<file path="config.mk">
export PLATFORM = sky130hd
export DESIGN_NAME = match_ctrl_flat
export DESIGN_NICKNAME = d
export VERILOG_FILES = /design/src/rtl/match_pkg.sv /design/src/rtl/match_ctrl_if.sv /design/src/rtl/pause_timer.sv /design/src/rtl/match_ctrl.sv /design/src/flat_wrapper.sv
export SDC_FILE = /design/constraint.sdc
export NUM_CORES = 1
export LEC_CHECK = 0
export ABC_CLOCK_PERIOD_IN_PS = 3000
export CORE_ASPECT_RATIO = 1.25
export CORE_MARGIN = 1.5
export CORE_UTILIZATION = 58
export DETAILED_ROUTE_END_ITERATION = 6
export PLACE_DENSITY = 0.83
export SYNTH_ARGS = -nofsm -noshare
export SYNTH_HDL_FRONTEND = slang
export SYNTH_HIERARCHICAL = 1
export SYNTH_SLANG_ARGS = --single-unit
</file>
<file path="constraint.sdc">
create_clock -name clk -period 3 [get_ports clk]
set_input_delay 0.3 -clock clk [delete_from_list [all_inputs] [get_ports clk]]
set_output_delay 0.3 -clock clk [all_outputs]
set_load 0.05 [all_outputs]
</file>
<file path="src/rtl/match_pkg.sv">
// match_pkg: shared state encoding, result/server codes and sizing helper for match_ctrl.
package match_pkg;

    typedef enum logic [2:0] {IDLE, SERVE, PLAY, PAUSE, OVER} state_t;

    localparam logic [1:0] WIN_NONE = 2'd0;
    localparam logic [1:0] WIN_P1   = 2'd1;
    localparam logic [1:0] WIN_P2   = 2'd2;

    localparam logic SRV_P1 = 1'b0;
    localparam logic SRV_P2 = 1'b1;

    localparam int SCORE_W = 4;

    // Counter width able to hold n-1, never narrower than one bit.
    function automatic int cnt_width(input int n);
        return (n > 1) ? $clog2(n) : 1;
    endfunction

endpackage

</file>
<file path="src/rtl/match_ctrl_if.sv">
// match_ctrl_if: game-side signals of match_ctrl.
//   master: controller side (drives serve_req, server, ball_reset, scores, winner, playing;
//           receives start, point_p1, point_p2, serve_ack).
//   slave : ball engine / display side, the mirror image.
interface match_ctrl_if;
    import match_pkg::*;

    logic               start;
    logic               point_p1;
    logic               point_p2;
    logic               serve_ack;
    logic               serve_req;
    logic               server;
    logic               ball_reset;
    logic [SCORE_W-1:0] p1_score;
    logic [SCORE_W-1:0] p2_score;
    logic [1:0]         winner;
    logic               playing;

    modport master (
        input  start, point_p1, point_p2, serve_ack,
        output serve_req, server, ball_reset, p1_score, p2_score, winner, playing
    );

    modport slave (
        output start, point_p1, point_p2, serve_ack,
        input  serve_req, server, ball_reset, p1_score, p2_score, winner, playing
    );

endinterface

</file>
<file path="src/rtl/pause_timer.sv">
// pause_timer: load/decrement down-counter for the post-point pause.
//   clk, reset_n : clock, asynchronous active-low reset
//   load_i       : load PAUSE_CYCLES-1 (takes priority over decrement)
//   done_o       : counter is zero
module pause_timer
    import match_pkg::*;
#(
    parameter int PAUSE_CYCLES = 50_000_000
) (
    input  logic clk,
    input  logic reset_n,
    input  logic load_i,
    output logic done_o
);

    localparam int W = cnt_width(PAUSE_CYCLES);
    localparam logic [W-1:0] LOAD = W'(PAUSE_CYCLES - 1);

    logic [W-1:0] cnt_q;

    always_ff @(posedge clk or negedge reset_n) begin
        if (!reset_n)
            cnt_q <= '0;
        else if (load_i)
            cnt_q <= LOAD;
        else if (cnt_q != '0)
            cnt_q <= cnt_q - W'(1);
    end

    assign done_o = (cnt_q == '0);

endmodule

</file>
<file path="src/rtl/match_ctrl.sv">
// match_ctrl: match sequencing FSM with serve handshake, point pause, scores and win detection.
//   clk, reset_n : clock, asynchronous active-low reset
//   bus          : match_ctrl_if.master (start/point/serve_ack in; serve and score outputs out)
module match_ctrl
    import match_pkg::*;
#(
    parameter int WIN_SCORE    = 7,
    parameter int PAUSE_CYCLES = 50_000_000
) (
    input  logic          clk,
    input  logic          reset_n,
    match_ctrl_if.master  bus
);

    localparam logic [SCORE_W-1:0] WIN = SCORE_W'(WIN_SCORE);

    state_t             state_q;
    logic [SCORE_W-1:0] p1_q, p2_q;
    logic [1:0]         winner_q;
    logic               server_q, serve_req_q, ball_reset_q, playing_q;

    logic [SCORE_W-1:0] p1_inc, p2_inc;
    logic               pt1, pt2, let_pt, p1_win, p2_win, new_match, load, done;

    assign pt1       = (state_q == PLAY) & bus.point_p1 & ~bus.point_p2;
    assign pt2       = (state_q == PLAY) & bus.point_p2 & ~bus.point_p1;
    assign let_pt    = (state_q == PLAY) & bus.point_p1 & bus.point_p2;
    // Saturating increments; the win check stops play before saturation can matter.
    assign p1_inc    = (p1_q == WIN) ? p1_q : p1_q + SCORE_W'(1);
    assign p2_inc    = (p2_q == WIN) ? p2_q : p2_q + SCORE_W'(1);
    assign p1_win    = pt1 & (p1_inc == WIN);
    assign p2_win    = pt2 & (p2_inc == WIN);
    assign new_match = ((state_q == IDLE) | (state_q == OVER)) & bus.start;
    assign load      = (pt1 & ~p1_win) | (pt2 & ~p2_win) | let_pt;

    pause_timer #(.PAUSE_CYCLES(PAUSE_CYCLES)) u_timer (
        .clk     (clk),
        .reset_n (reset_n),
        .load_i  (load),
        .done_o  (done)
    );

    always_ff @(posedge clk or negedge reset_n) begin
        if (!reset_n) begin
            state_q      <= IDLE;
            p1_q         <= '0;
            p2_q         <= '0;
            winner_q     <= WIN_NONE;
            server_q     <= SRV_P1;
            serve_req_q  <= 1'b0;
            ball_reset_q <= 1'b0;
            playing_q    <= 1'b0;
        end else begin
            ball_reset_q <= 1'b0;
            case (state_q)
                IDLE, OVER: if (new_match) begin
                    state_q      <= SERVE;
                    p1_q         <= '0;
                    p2_q         <= '0;
                    winner_q     <= WIN_NONE;
                    server_q     <= SRV_P1;
                    serve_req_q  <= 1'b1;
                    ball_reset_q <= 1'b1;
                end
                SERVE: if (bus.serve_ack) begin
                    state_q     <= PLAY;
                    serve_req_q <= 1'b0;
                    playing_q   <= 1'b1;
                end
                PLAY: if (pt1 | pt2 | let_pt) begin
                    playing_q <= 1'b0;
                    state_q   <= (p1_win | p2_win) ? OVER : PAUSE;
                    if (pt1) begin
                        p1_q     <= p1_inc;
                        server_q <= SRV_P2;
                    end
                    if (pt2) begin
                        p2_q     <= p2_inc;
                        server_q <= SRV_P1;
                    end
                    winner_q <= p1_win ? WIN_P1 : p2_win ? WIN_P2 : winner_q;
                end
                PAUSE: if (done) begin
                    state_q      <= SERVE;
                    serve_req_q  <= 1'b1;
                    ball_reset_q <= 1'b1;
                end
                default: state_q <= IDLE;
            endcase
        end
    end

    assign bus.serve_req  = serve_req_q;
    assign bus.server     = server_q;
    assign bus.ball_reset = ball_reset_q;
    assign bus.p1_score   = p1_q;
    assign bus.p2_score   = p2_q;
    assign bus.winner     = winner_q;
    assign bus.playing    = playing_q;

endmodule

</file>
<file path="src/flat_wrapper.sv">
// flat-port wrapper written by rule: the top's interface ports become plain ports
module match_ctrl_flat import match_pkg::*;
#(
    parameter int WIN_SCORE    = 7,
    parameter int PAUSE_CYCLES = 50_000_000
)
  (clk, reset_n, bus_start, bus_point_p1, bus_point_p2, bus_serve_ack, bus_serve_req, bus_server, bus_ball_reset, bus_p1_score, bus_p2_score, bus_winner, bus_playing);
  match_ctrl_if bus_i ();
  input  logic clk;
  input  logic reset_n;
  input wire logic [$bits(bus_i.start)-1:0] bus_start;
  input wire logic [$bits(bus_i.point_p1)-1:0] bus_point_p1;
  input wire logic [$bits(bus_i.point_p2)-1:0] bus_point_p2;
  input wire logic [$bits(bus_i.serve_ack)-1:0] bus_serve_ack;
  output wire logic [$bits(bus_i.serve_req)-1:0] bus_serve_req;
  output wire logic [$bits(bus_i.server)-1:0] bus_server;
  output wire logic [$bits(bus_i.ball_reset)-1:0] bus_ball_reset;
  output wire logic [$bits(bus_i.p1_score)-1:0] bus_p1_score;
  output wire logic [$bits(bus_i.p2_score)-1:0] bus_p2_score;
  output wire logic [$bits(bus_i.winner)-1:0] bus_winner;
  output wire logic [$bits(bus_i.playing)-1:0] bus_playing;
  assign bus_i.start = bus_start;
  assign bus_i.point_p1 = bus_point_p1;
  assign bus_i.point_p2 = bus_point_p2;
  assign bus_i.serve_ack = bus_serve_ack;
  assign bus_serve_req = bus_i.serve_req;
  assign bus_server = bus_i.server;
  assign bus_ball_reset = bus_i.ball_reset;
  assign bus_p1_score = bus_i.p1_score;
  assign bus_p2_score = bus_i.p2_score;
  assign bus_winner = bus_i.winner;
  assign bus_playing = bus_i.playing;
  match_ctrl #(.WIN_SCORE(WIN_SCORE), .PAUSE_CYCLES(PAUSE_CYCLES)) u_core (.clk(clk), .reset_n(reset_n), .bus(bus_i));
endmodule
</file>
* After elaboration in Yosys (flattened, before gate mapping) *
Cells that the tools add are included.

cells by class
  equal/unequal tests = 16
  bitwise gates (word level) = 20
  add/subtract/negate cells = 3
  div/mod/pow operators = 0
  reduce and logical (&&, ||, !) cells = 15
  magnitude comparators = 0
  shifts and indexed selects = 0
  multiplexer cells = 37
  $mul = 0

operators with widths
  kind                                                    count
  two-way mux 26 bit                                      2
  two-way mux 4 bit                                       7
  zero test 26 bit                                        1
  nonzero test 26 bit                                     1
  subtractor 26 x 1 -> 26 bit (second input constant)     1
  AND reduction 4 bit                                     6
  equality test 4 x 3 -> 1 bit (second input constant)    4
  case mux 4 bit (2 select lines)                         2
  two-way mux 3 bit                                       5
  case mux 3 bit (4 select lines)                         1
  two-way mux 1 bit                                       11
  AND 1 bit                                               10
  adder 4 x 1 -> 4 bit (second input constant)            2
  two-way mux 2 bit                                       4
  inequality test 2 x 1 -> 1 bit (second input constant)  4
  equality test 3 x 2 -> 1 bit (second input constant)    2
  inequality test 3 x 1 -> 1 bit (second input constant)  2
  bitwise OR 1 bit                                        6
  case mux 1 bit (2 select lines)                         3
  nonzero test 2 bit                                      3
  inequality test 2 bit (second input constant)           2
  inverter 1 bit                                          4
  case mux 2 bit (2 select lines)                         1
  equality test 3 x 1 -> 1 bit (second input constant)    1
  other kinds (6)                                         6

storage, ports and cells
  bits in writable memories = 0
  bits of input ports = 6
  register bits = 43
  memories = 0
  output and inout port bits = 14
  latch bits = 0
  memory bits (read-only) = 0
  word-level logic and storage cells = 100

* Longest topological paths before layout *
  word-level depth = 9
  depth in mapped cells = 10
  mapped depth without buffers = 9

* Hierarchy *
Netlist, hierarchy kept.

by module, submodules not included
  module       area an instance (um2)  times used  seq. area each (um2)  cells each
  pause_timer  1478.9                  1           650.6                 153
  match_ctrl   993.5                   1           425.4                 107

* Worst setup path before layout *
Ideal clock, no wire load.

  kind = register -> register
  start = reg u_core.p1_q[0] (netlist: u_core/bus.p1_score[0])
  end = reg u_core.u_timer.cnt_q[20]
  cell stages (with the launch flop) = 10
  setup time = 0.079 ns
  data required time = 2.921 ns
  slack = 0.377 ns
  arrival = 2.544 ns
  path buffers = 2
  cells stage by stage = dfrtp_1 > ha_1 > xor2_1 > a32oi_1 > o22ai_1 > nor3_1 > clkbuf_1 > clkbuf_1 > nor2_1 > mux2i_1

on the way
  word-level cells in the longest chain between the ends = 9
  elaborated cells between the ends (all ways) = 11

RTL lines
  what                                                                  RTL line           RTL
  from (decl)                                                           match_ctrl.sv:18   logic [SCORE_W-1:0] p1_q, p2_q;
  from (signal assigned)                                                match_ctrl.sv:74   p1_q <= p1_inc;
  adder 4 x 1 -> 4 bit or equality test 4 x 3 -> 1 bit (tied branches)  match_ctrl.sv:29   assign p1_inc = (p1_q == WIN) ? p1_q : p1_q + SCORE_W'(1);
  two-way mux 4 bit *                                                   match_ctrl.sv:29
  equality test 4 x 3 -> 1 bit *                                        match_ctrl.sv:31   assign p1_win = pt1 & (p1_inc == WIN);
  AND 1 bit *                                                           match_ctrl.sv:31
  inverter 1 bit *                                                      match_ctrl.sv:34   assign load = (pt1 & ~p1_win) | (pt2 & ~p2_win) | let_pt;
  AND 1 bit *                                                           match_ctrl.sv:34
  bitwise OR 1 bit * (2 in a row)                                       match_ctrl.sv:34
  net u_core.load                                                       match_ctrl.sv:23   logic pt1, pt2, let_pt, p1_win, p2_win, new_match, load, done;
  two-way mux 26 bit or nonzero test 2 bit (tied branches)              n/a
  to (signal assigned)                                                  pause_timer.sv:27  cnt_q <= cnt_q - W'(1);
  to (decl)                                                             pause_timer.sv:19  logic [W-1:0] cnt_q;

Mark *: on every way through the listed nets, which the timed path passes. The rest lies on a longest branch.
A chain may end at the register's enable or synchronous reset.

* Worst setup path after layout *
  start = reg u_core.u_timer.cnt_q[0]
  end = reg u_core.serve_req_q (netlist: u_core/bus.serve_req)

on the way
  word-level cells in the longest chain between the ends = 3

RTL lines
  what                                             RTL line           RTL
  zero test 26 bit                                 pause_timer.sv:30  assign done_o = (cnt_q == '0);
  net u_core.done                                  match_ctrl.sv:23
  inequality test 2 x 1 -> 1 bit (no source line)  n/a
  AND reduction 4 bit (no source line)             n/a
  to (signal assigned)                             match_ctrl.sv:50   serve_req_q <= 1'b0;
  to (signal assigned)                             match_ctrl.sv:62   serve_req_q <= 1'b1;
  to (signal assigned)                             match_ctrl.sv:67   serve_req_q <= 1'b0;
  to (decl)                                        match_ctrl.sv:20   logic server_q, serve_req_q, ball_reset_q, playing_q;

The timed path passes the listed nets, and every way through them passes these cells.

==> impl_metrics.env <==
export IMPL_status="complete, no violations"
export IMPL_n_antenna_cell=0
export IMPL_drc=0
export IMPL_synth_common_cells="dfrtp_1 (43), nor2_1 (18), a21oi_1 (16), nand2_1 (15)"
export IMPL_crit_chain="inv_1 -> ha_1 -> nor3b_1 -> and4_1 -> nand3_1 -> inv_1 -> a21oi_1 -> o21ai_0 -> nand3_1"
export IMPL_cp_max_fo=11
export IMPL_viasPerCell=6.18
export IMPL_fp_dieW_um=61.4
export IMPL_synth_top_family_by_area="simple AND/OR/NAND/NOR gates"
export IMPL_slew_viol_final=0
export IMPL_r2r_cells=9
export IMPL_wl_per_cell_um=15.5
export IMPL_clock_latency_ns=0.30
export IMPL_synthAdderAreaFrac_pct=1.52
export IMPL_async_flop_share_pct=100
export IMPL_seqPwrFrac_pct=40.0
export IMPL_rows=26
export IMPL_arrival_ns=2.68
export IMPL_relSlewSlack_pct=35.5
export IMPL_cp_startpoint="u_core/u_timer/cnt_q[0]"
export IMPL_hpwlAfterDp_um=3640
export IMPL_postCtsHoldBufs=0
export IMPL_crit_path_top_delay_cell="dfrtp_1"
export IMPL_area_delta_synth_final_pct=13.7
export IMPL_syn_nets=269
export IMPL_cp_required_ns=3.18
export IMPL_hold_worst_slack_ns=0.155
export IMPL_yosysMostFrequentCell="dfrtp_1"
export IMPL_total_leakage_power_nw=1.02
export IMPL_drt_pass1_iter_count=4
export IMPL_crit_end="u_core/bus.serve_req"
export IMPL_synthTopCellsByArea="dfrtp_1 (44%), a21oi_1 (3.2%), xnor2_1 (2.8%)"
export IMPL_p_total_mw=2.11
export IMPL_hold_viol_final=0
export IMPL_synth_compound_area_share_pct=15.7
export IMPL_h_tree_depth=2
export IMPL_pre_cts_ws_ns=0.529
export IMPL_swShare_pct=41.4
export IMPL_gp_congestion=0.839
export IMPL_cts_root_buffer="clkbuf_8"
export IMPL_worstSetupStartpointType="flop"
export IMPL_use_met2_pct=41.6
export IMPL_fin_crit_ns=2.51
export IMPL_grt_pass1_vias=1958
export IMPL_crit_buf_inv=2
export IMPL_yosysSeqAreaShare_pct=43.5
export IMPL_power_switching_mw=0.873
export IMPL_synth_top_area_share_pct=43.5
export IMPL_muxShareOfSynthArea_pct=3.39
export IMPL_antenna_found_initial=0
export IMPL_worst_slack_ns=0.495
export IMPL_cts_setup_buffers=0
export IMPL_cts_made_buffers=5
export IMPL_drtIter0Drc=214
export IMPL_start_util_pct=60.3
export IMPL_worstSetupEndpointType="flop"
export IMPL_synth_edf_count=0
export IMPL_port_buffers=19
export IMPL_synth_cells=260
export IMPL_cts_tree="yes"
export IMPL_chipHeight_um=76.0
export IMPL_yosys_area_share_xor_xnor_pct=4.25
export IMPL_r2r_start="u_core/u_timer/cnt_q[0]"
export IMPL_cts_resized=0
export IMPL_p_int_mw=1.24
export IMPL_drive_above_1_share_pct=10.0
export IMPL_cp_top_family="simple AND/OR/NAND/NOR gates"
export IMPL_share_comb_of_total_power_pct=40.8
export IMPL_top_usage_layer="met2"
export IMPL_setup_violations=0
export IMPL_ys_ff_latch=43
export IMPL_synth_ff_type="dfrtp_1"
export IMPL_drt_wl_total_um=5220
export IMPL_synth_area_leader_cell="dfrtp_1"
export IMPL_synth_cell_area_mm2=0.00247
export IMPL_vias=2078
export IMPL_overflow=0
export IMPL_fin_tns_setup_ns=0
export IMPL_gr_usage_met1_pct=29.8
export IMPL_hp_class="in2async"
export IMPL_grtUsageMet3_pct=4.92
export IMPL_layout_nets=288
export IMPL_grt_pass1_wl_um=8810
export IMPL_rr_endpoint="u_core/bus.serve_req"
export IMPL_synth_distinct_cells=54
export IMPL_synth_warnings=6
export IMPL_die_area_mm2=0.00467
export IMPL_rsz0062_at_grt="no"
export IMPL_clk_pin_slew_ns=0.08
export IMPL_syn_area_per_cell_um2=9.51
export IMPL_irDropWorstVdd_v=0.000346
export IMPL_grt_usage_pct=24.1
export IMPL_clockBufferDepth=2
export IMPL_post_route_period_util_pct=83.5
export IMPL_clkPwrFrac_pct=19.2
export IMPL_ant_nets=0
export IMPL_max_stage_delay_ns=0.42
export IMPL_coreArea_mm2=0.00410
export IMPL_path_depth=9
export IMPL_fmax_mhz=399
export IMPL_synthSimpleGateAreaFrac_pct=28.3
export IMPL_worst_pin_slew_ns=0.967
export IMPL_clock_skew_final_ns=0.00833
export IMPL_cap_violations=0
export IMPL_ioPinCount=20
export IMPL_ff2ff_setup_slack_ns=0.49
export IMPL_p_per_area_mw_per_mm2=750
export IMPL_cts_sinks=43
export IMPL_path_class="reg2reg"
export IMPL_grt_max_degree=44
[per-stage QoR]
stage / instance area, um2 / util, % / cells
after global routing: 2810 / 68.6 / 336
after detailed placement: 2710 / 66.1 / 328
after global placement: 2710 / 66.1 / 328
after floorplan: 2470 / - / 260
after CTS: 2810 / 68.6 / 336
final: 2810 / 68.6 / 336
[state kept, by name (all words and copies together) (netlist names)]
register	flops
u_core/bus.ball_reset	1
u_core/bus.p1_score	4
u_core/bus.p2_score	4
u_core/bus.playing	1
u_core/bus.serve_req	1
u_core/bus.server	1
u_core/bus.winner	2
u_core/state_q	3
u_core/u_timer/cnt_q	26
[placed cells by master, fill, tap and decap left out, types with 8 or more instances in the layout]
master,synthesis,routed
nor2_1,18,18
xnor2_1,8,8
nand2b_1,10,10
nor2b_1,8,8
nor3_1,10,9
a21oi_1,16,16
nand2_1,15,15
dfrtp_1,43,43
nand3_1,9,9
o21ai_0,10,10
nor4_1,9,9
clkdlybuf4s50_1,0,18
inv_1,9,9
[power groups by stage]
stage	Clock (mW)	Combinational [mW]	Sequential [mW]
2_1_floorplan	0	0.447	1.02
3_3_place_gp	0	0.842	0.848
3_5_place_dp	0	0.861	0.853
4_1_cts	0.421	0.863	0.842
5_1_grt	0.441	0.937	0.865
6_report	0.405	0.861	0.843
[kinds of logic (layout without fill, tap and decap cells)]
kind of cell,count (synthesis),in the layout
xor+xnor,12,12
simple gates,118,118
buf+inv,19,39
mux,8,8
compound gates,57,57
flops,43,43
fa+ha+maj,3,3
[routing by layer]
layer	wire length, um	part of all wire (%)
met3	210	4.0
met2	2760	53
met4	69	1.3
met1	2180	42
met5	0	0
[final cells by class]
type / instances / area, um2
flip-flops and latches: 43 / 1080
fillers: 332 / 1290
inverters: 9 / 33.8
clock buffers: 7 / 96.3
clock inverters: 1 / 7.51
multi-input cells: 198 / 1320
well taps: 56 / 70.1
repair buffers: 22 / 208
[worst min-delay path by stage]
| stage | from | end | slack [ns] | cells after the start |
|---|---|---|---|---|
| 3_3_place_gp | reset_n | u_core/bus.p2_score[0] | 0.50 | 1 |
| 5_1_grt | reset_n | u_core/bus.p2_score[0] | 0.23 | 1 |
| 4_1_cts | reset_n | u_core/state_q[2] | 0.19 | 1 |
| 6_report | reset_n | u_core/bus.p2_score[0] | 0.15 | 1 |
| 3_5_place_dp | reset_n | u_core/bus.p2_score[0] | 0.51 | 1 |
| 2_1_floorplan | reset_n | u_core/bus.ball_reset | 0.004 | 0 |
[worst reg2reg max path: stages, from the launching register on]
cell and delay, ns:
dfrtp_1 0.42, inv_1 0.11, ha_1 0.32, nor3b_1 0.28, and4_1 0.28, nand3_1 0.34, inv_1 0.30, a21oi_1 0.09
o21ai_0 0.16, nand3_1 0.09
No activity file was read; power rests on OpenSTA's default activity.
